`config.mk`:
```
export PLATFORM = sky130hd
export DESIGN_NAME = tone_arbiter_flat
export DESIGN_NICKNAME = d
export VERILOG_FILES = /design/src/rtl/tone_arb_pkg.sv /design/src/rtl/tone_arbiter_if.sv /design/src/rtl/tone_gen.sv /design/src/rtl/tone_arbiter.sv /design/src/flat_wrapper.sv
export SDC_FILE = /design/constraint.sdc
export NUM_CORES = 1
export LEC_CHECK = 0
export ABC_AREA = 0
export CAP_MARGIN = 20
export CORE_UTILIZATION = 57
export DETAILED_ROUTE_END_ITERATION = 10
export GPL_ROUTABILITY_DRIVEN = 0
export GPL_TIMING_DRIVEN = 0
export PLACE_DENSITY = 0.87
export SLEW_MARGIN = 20
export SYNTH_ARGS = -nofsm -noshare
export SYNTH_HDL_FRONTEND = slang
export SYNTH_SLANG_ARGS = --single-unit
```
`constraint.sdc`:
```
create_clock -name clk -period 9.2 [get_ports clk]
set_input_delay 1.84 -clock clk [delete_from_list [all_inputs] [get_ports clk]]
set_output_delay 1.84 -clock clk [all_outputs]
set_load 0.05 [all_outputs]
```
`src/rtl/tone_arb_pkg.sv`:
```
// Shared types and timing derivations for the tone arbiter.
// No logic: FSM state encoding plus helpers that turn Hz/ms settings into
// clock counts and counter widths.
package tone_arb_pkg;

  typedef enum logic [1:0] {
    IDLE = 2'd0,
    PLAY = 2'd1,
    GAP  = 2'd2
  } state_t;

  // Clocks per millisecond (MS_TICKS = CLK_FREQ/1000).
  function automatic int ms_ticks(input int clk_freq);
    return clk_freq / 1000;
  endfunction

  // Clocks of enforced silence after each note.
  function automatic int gap_ticks(input int clk_freq, input int gap_ms);
    return gap_ms * ms_ticks(clk_freq);
  endfunction

  // Width needed to count 0..n-1, never less than one bit.
  function automatic int cnt_width(input int n);
    return (n <= 2) ? 1 : $clog2(n);
  endfunction

endpackage

```
`src/rtl/tone_arbiter_if.sv`:
```
// Requester-side bus of the tone arbiter: level requests with per-requester
// pitch/duration fields, and the ack/done pulses, busy, grant id and speaker.
// master = game/sequencer side, slave = arbiter side.
interface tone_arbiter_if #(
  parameter int N_REQ = 4,
  parameter int PW    = 20,
  parameter int DW    = 16
);
  localparam int AW = (N_REQ <= 2) ? 1 : $clog2(N_REQ);

  logic [N_REQ-1:0]    req;
  logic [N_REQ*PW-1:0] half_period_in;
  logic [N_REQ*DW-1:0] dur_ms_in;
  logic [N_REQ-1:0]    ack;
  logic [N_REQ-1:0]    done;
  logic                busy;
  logic [AW-1:0]       active_id;
  logic                speaker;

  modport master (
    output req, half_period_in, dur_ms_in,
    input  ack, done, busy, active_id, speaker
  );

  modport slave (
    input  req, half_period_in, dur_ms_in,
    output ack, done, busy, active_id, speaker
  );

endinterface

```
`src/rtl/tone_gen.sv`:
```
// Square-wave generator: speaker toggles every half_period clocks while en=1.
// Ports: clk, resetn (async, active low), en, half_period, speaker (registered).
// Dropping en clears the phase counter and silences the output on the next edge.
module tone_gen #(
  parameter int PW = 20
) (
  input  logic          clk,
  input  logic          resetn,
  input  logic          en,
  input  logic [PW-1:0] half_period,
  output logic          speaker
);

  logic [PW-1:0] cnt;

  // Caller guarantees half_period != 0 whenever en is high.
  always_ff @(posedge clk or negedge resetn) begin
    if (!resetn) begin
      cnt     <= '0;
      speaker <= 1'b0;
    end else if (!en) begin
      cnt     <= '0;
      speaker <= 1'b0;
    end else if (cnt == half_period - PW'(1)) begin
      cnt     <= '0;
      speaker <= ~speaker;
    end else begin
      cnt <= cnt + PW'(1);
    end
  end

endmodule

```
`src/rtl/tone_arbiter.sv`:
```
// Shares one tone generator among N_REQ requesters: grant, play for exactly
// dur ms, then a silent gap. Ports: clk, resetn (async, active low), bus (slave).
// Grant-to-ack 1 clk; requests are level and simply wait while busy.
// Optional macro TONE_ARB_RR_EN: round-robin arbitration (default: fixed, 0 highest).
module tone_arbiter
  import tone_arb_pkg::*;
#(
  parameter int N_REQ    = 4,
  parameter int CLK_FREQ = 50_000_000,
  parameter int PW       = 20,
  parameter int DW       = 16,
  parameter int GAP_MS   = 10
) (
  input  logic         clk,
  input  logic         resetn,
  tone_arbiter_if.slave bus
);

  localparam int AW        = cnt_width(N_REQ);
  localparam int MS_TICKS  = ms_ticks(CLK_FREQ);
  localparam int SW        = cnt_width(MS_TICKS);
  localparam int GAP_TICKS = gap_ticks(CLK_FREQ, GAP_MS);
  localparam int GW        = cnt_width(GAP_TICKS);

  localparam logic [SW-1:0] PRE_LAST = SW'(MS_TICKS - 1);
  localparam logic [GW-1:0] GAP_LAST = GW'(GAP_TICKS - 1);

  state_t           state_q, state_d;
  logic [PW-1:0]    hp_q;
  logic [DW-1:0]    dur_q;
  logic [AW-1:0]    id_q;
  logic [SW-1:0]    presc_q, presc_d;
  logic [DW-1:0]    ms_q, ms_d;
  logic [GW-1:0]    gap_q, gap_d;
  logic [N_REQ-1:0] ack_q, ack_d;
  logic [N_REQ-1:0] done_q, done_d;
  logic             busy_q;
  logic             grant;
  logic             note_last;
  logic             tone_en;
  logic [AW-1:0]    start;
  logic [AW-1:0]    win;

  // ---------------- arbitration ----------------
`ifdef TONE_ARB_RR_EN
  // ptr_q holds where the next search starts: last winner + 1.
  logic [AW-1:0] ptr_q;

  always_ff @(posedge clk or negedge resetn) begin
    if (!resetn) begin
      ptr_q <= '0;
    end else if (grant) begin
      ptr_q <= (int'(win) == N_REQ - 1) ? '0 : win + AW'(1);
    end
  end

  assign start = ptr_q;
`else
  assign start = '0;
`endif

  // Scan from the farthest candidate back to start so the closest one wins.
  always_comb begin
    logic [AW-1:0] idx;
    win = '0;
    for (int k = N_REQ - 1; k >= 0; k--) begin
      idx = AW'((int'(start) + k) % N_REQ);
      if (bus.req[idx]) win = idx;
    end
  end

  // ---------------- FSM ----------------
  // Last PLAY clock; a zero duration finishes on its first PLAY clock.
  assign note_last = (state_q == PLAY) &&
                     ((dur_q == '0) ||
                      ((presc_q == PRE_LAST) && (ms_q == dur_q - DW'(1))));

  // Tone is cut on the last clock so the generator's clear lands exactly at
  // the end of the note and no stray toggle leaks into the gap.
  assign tone_en = (state_q == PLAY) && (hp_q != '0) && !note_last;

  always_comb begin
    state_d = state_q;
    ack_d   = '0;
    done_d  = '0;
    grant   = 1'b0;
    presc_d = presc_q;
    ms_d    = ms_q;
    gap_d   = gap_q;
    case (state_q)
      IDLE: begin
        if (|bus.req) begin
          grant      = 1'b1;
          ack_d[win] = 1'b1;
          state_d    = PLAY;
          presc_d    = '0;
          ms_d       = '0;
        end
      end
      PLAY: begin
        if (note_last) begin
          done_d[id_q] = 1'b1;
          presc_d      = '0;
          ms_d         = '0;
          gap_d        = '0;
          state_d      = ((dur_q == '0) || (GAP_TICKS == 0)) ? IDLE : GAP;
        end else if (presc_q == PRE_LAST) begin
          presc_d = '0;
          ms_d    = ms_q + DW'(1);
        end else begin
          presc_d = presc_q + SW'(1);
        end
      end
      GAP: begin
        if (gap_q == GAP_LAST) begin
          gap_d   = '0;
          state_d = IDLE;
        end else begin
          gap_d = gap_q + GW'(1);
        end
      end
      default: state_d = IDLE;
    endcase
  end

  always_ff @(posedge clk or negedge resetn) begin
    if (!resetn) begin
      state_q <= IDLE;
      presc_q <= '0;
      ms_q    <= '0;
      gap_q   <= '0;
      ack_q   <= '0;
      done_q  <= '0;
      busy_q  <= 1'b0;
      hp_q    <= '0;
      dur_q   <= '0;
      id_q    <= '0;
    end else begin
      state_q <= state_d;
      presc_q <= presc_d;
      ms_q    <= ms_d;
      gap_q   <= gap_d;
      ack_q   <= ack_d;
      done_q  <= done_d;
      busy_q  <= (state_d != IDLE);
      // Fields are sampled only at grant; later changes are ignored.
      if (grant) begin
        hp_q  <= bus.half_period_in[int'(win)*PW +: PW];
        dur_q <= bus.dur_ms_in[int'(win)*DW +: DW];
        id_q  <= win;
      end
    end
  end

  assign bus.ack       = ack_q;
  assign bus.done      = done_q;
  assign bus.busy      = busy_q;
  assign bus.active_id = id_q;

  tone_gen #(.PW(PW)) u_tone_gen (
    .clk         (clk),
    .resetn      (resetn),
    .en          (tone_en),
    .half_period (hp_q),
    .speaker     (bus.speaker)
  );

endmodule

```
`src/flat_wrapper.sv`:
```
// flat-port wrapper written by rule: the top's interface ports become plain ports
module tone_arbiter_flat import tone_arb_pkg::*;
#(
  parameter int N_REQ    = 4,
  parameter int CLK_FREQ = 50_000_000,
  parameter int PW       = 20,
  parameter int DW       = 16,
  parameter int GAP_MS   = 10
)
  (clk, resetn, bus_req, bus_half_period_in, bus_dur_ms_in, bus_ack, bus_done, bus_busy, bus_active_id, bus_speaker);
  tone_arbiter_if #(.N_REQ(N_REQ), .PW(PW), .DW(DW)) bus_i ();
  input  logic clk;
  input  logic resetn;
  input wire logic [$bits(bus_i.req)-1:0] bus_req;
  input wire logic [$bits(bus_i.half_period_in)-1:0] bus_half_period_in;
  input wire logic [$bits(bus_i.dur_ms_in)-1:0] bus_dur_ms_in;
  output wire logic [$bits(bus_i.ack)-1:0] bus_ack;
  output wire logic [$bits(bus_i.done)-1:0] bus_done;
  output wire logic [$bits(bus_i.busy)-1:0] bus_busy;
  output wire logic [$bits(bus_i.active_id)-1:0] bus_active_id;
  output wire logic [$bits(bus_i.speaker)-1:0] bus_speaker;
  assign bus_i.req = bus_req;
  assign bus_i.half_period_in = bus_half_period_in;
  assign bus_i.dur_ms_in = bus_dur_ms_in;
  assign bus_ack = bus_i.ack;
  assign bus_done = bus_i.done;
  assign bus_busy = bus_i.busy;
  assign bus_active_id = bus_i.active_id;
  assign bus_speaker = bus_i.speaker;
  tone_arbiter #(.N_REQ(N_REQ), .CLK_FREQ(CLK_FREQ), .PW(PW), .DW(DW), .GAP_MS(GAP_MS)) u_core (.clk(clk), .resetn(resetn), .bus(bus_i));
endmodule
```
; After elaboration in Yosys (flattened, before gate mapping)
; Cells that the tools add are included.
; W data, S select, Z words.
[totals]
romBits = 0
latchBits = 0
mem_count = 0
elab_cells = 87
mem_bits_rw = 0
ff_bits = 121
[op_classes]
n_shift = 2
eq_ne = 10
add_sub_neg = 6
order_cmp = 4
div_mod_pow = 0
bitwise = 1
mux = 33
reduce_logical = 18
n_mul = 1
[op_table]
columns = op, count
row1 = $mux W16, 5
row2 = $shiftx A80 B32 Y20, 1
row3 = $pmux W16 S2, 2
row4 = $shiftx A64 B7 Y16, 1
row5 = $mux W20, 2
row6 = $mux W19, 2
row7 = $pmux W19 S2, 1
row8 = $add A16 B1 Y16 const B, 2
row9 = $add A20 B1 Y20 const B, 1
row10 = $eq A20 B20 Y1, 1
row11 = $reduce_bool A20 Y1, 1
row12 = $sub A20 B1 Y20 const B, 1
row13 = $add A19 B1 Y19 const B, 1
row14 = $eq A19 B19 Y1 const B, 1
row15 = $eq A16 B16 Y1, 1
row16 = $eq A16 B16 Y1 const B, 1
row17 = $logic_not A16 Y1, 1
row18 = $mux W2, 8
row19 = $mux W4, 4
row20 = $sub A16 B1 Y16 const B, 1
row21 = $logic_and A1 B1 Y1, 6
row22 = $lt A2 B3 Y1 const B, 2
row23 = $mux W1, 6
row24 = $ne A2 B1 Y1 const B, 3
row25 = other kinds (15), 20

; Depth between registers and ports, before layout
[logic_depth]
depth_word = 10
mapped_depth = 11
mapped_depth_nobuf = 9

; Hierarchy
; Synthesis repeated with hierarchy kept, for this count alone.
[hier_totals]
cells_unflattened = 835
area_unflattened_um2 = 7810.0
[modules_own_cells]
columns = mod, area_per_inst_um2, instances, cells_per_inst
row1 = tone_arbiter, 6103.4, 1, 633
row2 = tone_gen, 1706.6, 1, 202

; Worst setup path after synthesis
; OpenSTA, ideal clock, no wires.
[synth_path]
path_type = input to register
startpoint = in bus_req[3]
endpoint = reg u_core.dur_q[10]
required_ns = 9.083
arrival_time_ns = 3.898
setup_slack_ns = 5.185
path_stages = 7
cell_sequence = nor2b_1 nor2_1 nor2_1 clkbuf_1 mux4_2 nand2_1 nand2_1
[synth_via]
elab_chain_len = 5
[synth_lines]
columns = item, line_no
row1 = "start, declared", flat_wrapper.sv:14  ; input wire logic [$bits(bus_i.req)-1:0] bus_req;
row2 = $mux W2 (4 in series), tone_arbiter.sv:68  ; if (bus.req[idx]) win = idx;
row3 = $shiftx A64 B7 Y16, tone_arbiter.sv:149  ; dur_q <= bus.dur_ms_in[int'(win)*DW +: DW];
row4 = "end signal, assigned", tone_arbiter.sv:149
row5 = "end, declared", tone_arbiter.sv:30  ; logic [DW-1:0] dur_q;
; Several ways; a longest one is shown, not always the timed one.
; A chain may end at the register's enable or synchronous reset.

; Worst setup path after layout
[layout_path]
startpoint = in bus_req[3]
endpoint = reg u_core.hp_q[16]
[layout_via]
elab_chain_len = 6
[layout_lines]
columns = item, line_no
row1 = $mux W2 (4 in series), tone_arbiter.sv:68
row2 = $mul A2 B3 Y5, tone_arbiter.sv:148  ; hp_q <= bus.half_period_in[int'(win)*PW +: PW];
row3 = $shiftx A80 B32 Y20, tone_arbiter.sv:148
row4 = "end signal, assigned", tone_arbiter.sv:148
row5 = "end, declared", tone_arbiter.sv:29  ; logic [PW-1:0] hp_q;
; Several ways; a longest one is shown, not always the timed one.

==> results_dict.tcl <==
set metrics [dict create \
    status "complete, no violations" \
    fp-row-count 42 \
    placed_cells 1197 \
    cpPeakStageDelay_ns 0.72 \
    die_h_um 120 \
    cts_root_buf "clkbuf_16" \
    synth_ff_type "dfrtp_1" \
    drt-vias-per-instance 6.21 \
    drt_iter0_markers 714 \
    die-area_um2 14300 \
    hold_slack_ns 0.489 \
    antenna_found_initial 0 \
    critical_path_class "in2reg" \
    cts_buffers 17 \
    post_cts_buffers 0 \
    drc 0 \
    syn_area_um2 7900 \
    fin_nets 1199 \
    layout_commonest_cell "clkdlybuf4s50_1" \
    post-route-period-util 0.478 \
    wl_per_cell_um 19.8 \
    netlist_instances 859 \
    area_growth_pct 31.8 \
    start_kind "input pin" \
    tns_ns 0 \
    grt_pass1_wl_um 38600 \
    end_kind "register" \
    vias 7627 \
    final_cells 1229 \
    finish.utilization 0.777 \
    cts_resized 0 \
    hold_viol 0 \
    grt_max_degree 69 \
    hpwl_um 17500 \
    grtUsageTotal 0.354 \
    path_clk_slew_ns 0.06 \
    h-tree-depth 4 \
    synth_top_area_frac 0.383 \
    path_cells "clkdlybuf4s50_1 > nor2b_1 > nor2_1 > nor2_2 > clkbuf_1 > mux4_2 > nand2_1 > nand2_1" \
    cts_tree "built" \
    ctsHoldBuffers 0 \
    power.density_nw_per_um2 165 \
    critPathTopFamily "buffers and inverters" \
    num_io_pins 162 \
    cap_viol_max_count 0 \
    start_util 0.589 \
    final_cell_mix "160 x clkdlybuf4s50_1, 157 x nand2_1, 121 x dfrtp_1, 76 x nor2_1, 48 x xnor2_1" \
    post_synth_num_cell_types 72 \
    yosys.area.top_type "dfrtp_1" \
    drtAntennaViolNets 0 \
    cp_slowest_cell "clkbuf_1" \
    core_area_um2 13400 \
    grt_pass1_vias 7439 \
    clock_sinks 121 \
    synth_seq_cells 121 \
    max_freq_mhz 227 \
    cts_buffer_depth 2 \
    antenna_cells 0 \
    rsz0062_at_grt "no" \
    grt_overflow 0 \
    min_period_ns 4.40 \
    fill_cells 890 \
    path_buf_inv 2 \
    numPortBuffers 161 \
    irDropWorstVdd_mv 0.150 \
    slew_headroom 0.297 \
    fin_skew_ns 0.00652 \
    routed_wirelength_um 24300 \
    syn_area_per_cell_um2 9.19 \
    arrival_ns 4.72 \
    drt_pass1_iterations 5 \
    cpMostUsedCell "nand2_1" \
    die_width_um 120 \
    finalSetupViolCount 0 \
    cp_max_fo 10 \
    cp.required_ns 9.52 \
    p_leak_nw 4.22 \
    clk_latency_ns 0.43 \
    synth_warnings 0 \
    slew_viol_final 0 \
    synth-seq-area-share 0.383 \
    tightest_slew_ns 1.05 \
    drive_gt1_frac 0.0931 \
    synthesis.nets 1017 \
    async_flop_share 1.00 \
    min_path_type "reg2reg" \
    yosys-top-cells-area "dfrtp_1 38%, mux4_2 10%, nand2_1 7.5%, xnor2_1 5.3%, nor2_1 3.7%" \
    synth-edff-count 0 \
]
[logic make-up after synthesis]
| group | count (synthesis) | share of synthesized area |
|---|---|---|
| simple gates | 429 | 0.268 |
| flops | 121 | 0.383 |
| compound gates | 119 | 0.107 |
| xor+xnor | 80 | 0.0887 |
| buf+inv | 62 | 0.0333 |
| mux | 40 | 0.108 |
| fa+ha+maj | 8 | 0.0127 |
[flip-flops by register name (all words and copies together), names as in the netlist]
register / count
u_core.bus.ack: 4
u_core.u_tone_gen.speaker: 1
u_core.state_q: 2
u_core.ms_q: 16
u_core.bus.active_id: 2
u_core.bus.busy: 1
u_core.dur_q: 16
u_core.presc_q: 16
u_core.gap_q: 19
u_core.hp_q: 20
u_core.u_tone_gen.cnt: 20
u_core.bus.done: 4
[synth_stat cells (8+ instances only)]
library cell,n
a21oi_1,16
a31oi_1,15
and3_1,15
clkbuf_1,33
dfrtp_1,121
ha_1,8
inv_1,21
mux4_2,36
nand2_1,157
nand3_1,44
nand4_1,21
nor2_1,77
nor3_1,30
nor4_1,15
o21ai_0,37
xnor2_1,48
xor2_1,32
[power by group]
| group | total [mW] | internal, mW | switching, mW | leakage, nW |
|---|---|---|---|---|
| Clock | 0.732 | 0.491 | 0.241 | 0.314 |
| Combinational | 0.333 | 0.178 | 0.155 | 2.35 |
| Sequential | 0.653 | 0.584 | 0.0693 | 1.56 |
| Total | 1.72 | 1.25 | 0.465 | 4.22 |
[metrics by stage]
step / power, mW / instance area (µm²) / worst slack, ns
floorplan: 0.845 / 7900 / 5.19
global placement: 0.966 / 9730 / 1.56
detailed placement: 0.983 / 9770 / 4.07
CTS: 1.72 / 10400 / 4.51
global route: 1.79 / 10400 / 4.51
finish: 1.72 / 10400 / 4.80
[final cells by class]
type | count | area, µm² | share of cell area
Buffer | 41 | 185 | 0.0178
Inverter | 21 | 78.8 | 0.00757
Multi-Input combinational cell | 676 | 4610 | 0.443
Tap cell | 176 | 220 | 0.0212
Timing Repair Buffer | 163 | 1650 | 0.158
Clock inverter | 9 | 170 | 0.0164
Clock buffer | 22 | 464 | 0.0446
Sequential cell | 121 | 3030 | 0.291
[final timing paths]
path                                                  to                    start  slack [ns]  cells past startpoint
worst max register to register  u_core.u_tone_gen.cnt[8]           u_core.hp_q[0]        5.81                     11
max in group asynchronous                u_core.dur_q[5]                   resetn        7.08                      2
worst min-delay path                  u_core.bus.done[0]  u_core.bus.active_id[1]        0.49                      1
worst max-delay path                     u_core.hp_q[16]               bus_req[3]        4.80                      8
min in group asynchronous                u_core.gap_q[3]                   resetn        1.43                      1
worst min register to register        u_core.bus.done[0]  u_core.bus.active_id[1]        0.49                      1
[layer usage]
metal / up-vias / GRT usage / part of all wire
met1: 3718 / 0.458 / 0.41
met4: 0 / 0.145 / 0.031
met3: 62 / 0.0813 / 0.072
met2: 365 / 0.574 / 0.49
li1: 3482 / - / -
met5: - / 0 / 0
(Power assumes the default switching activity.)
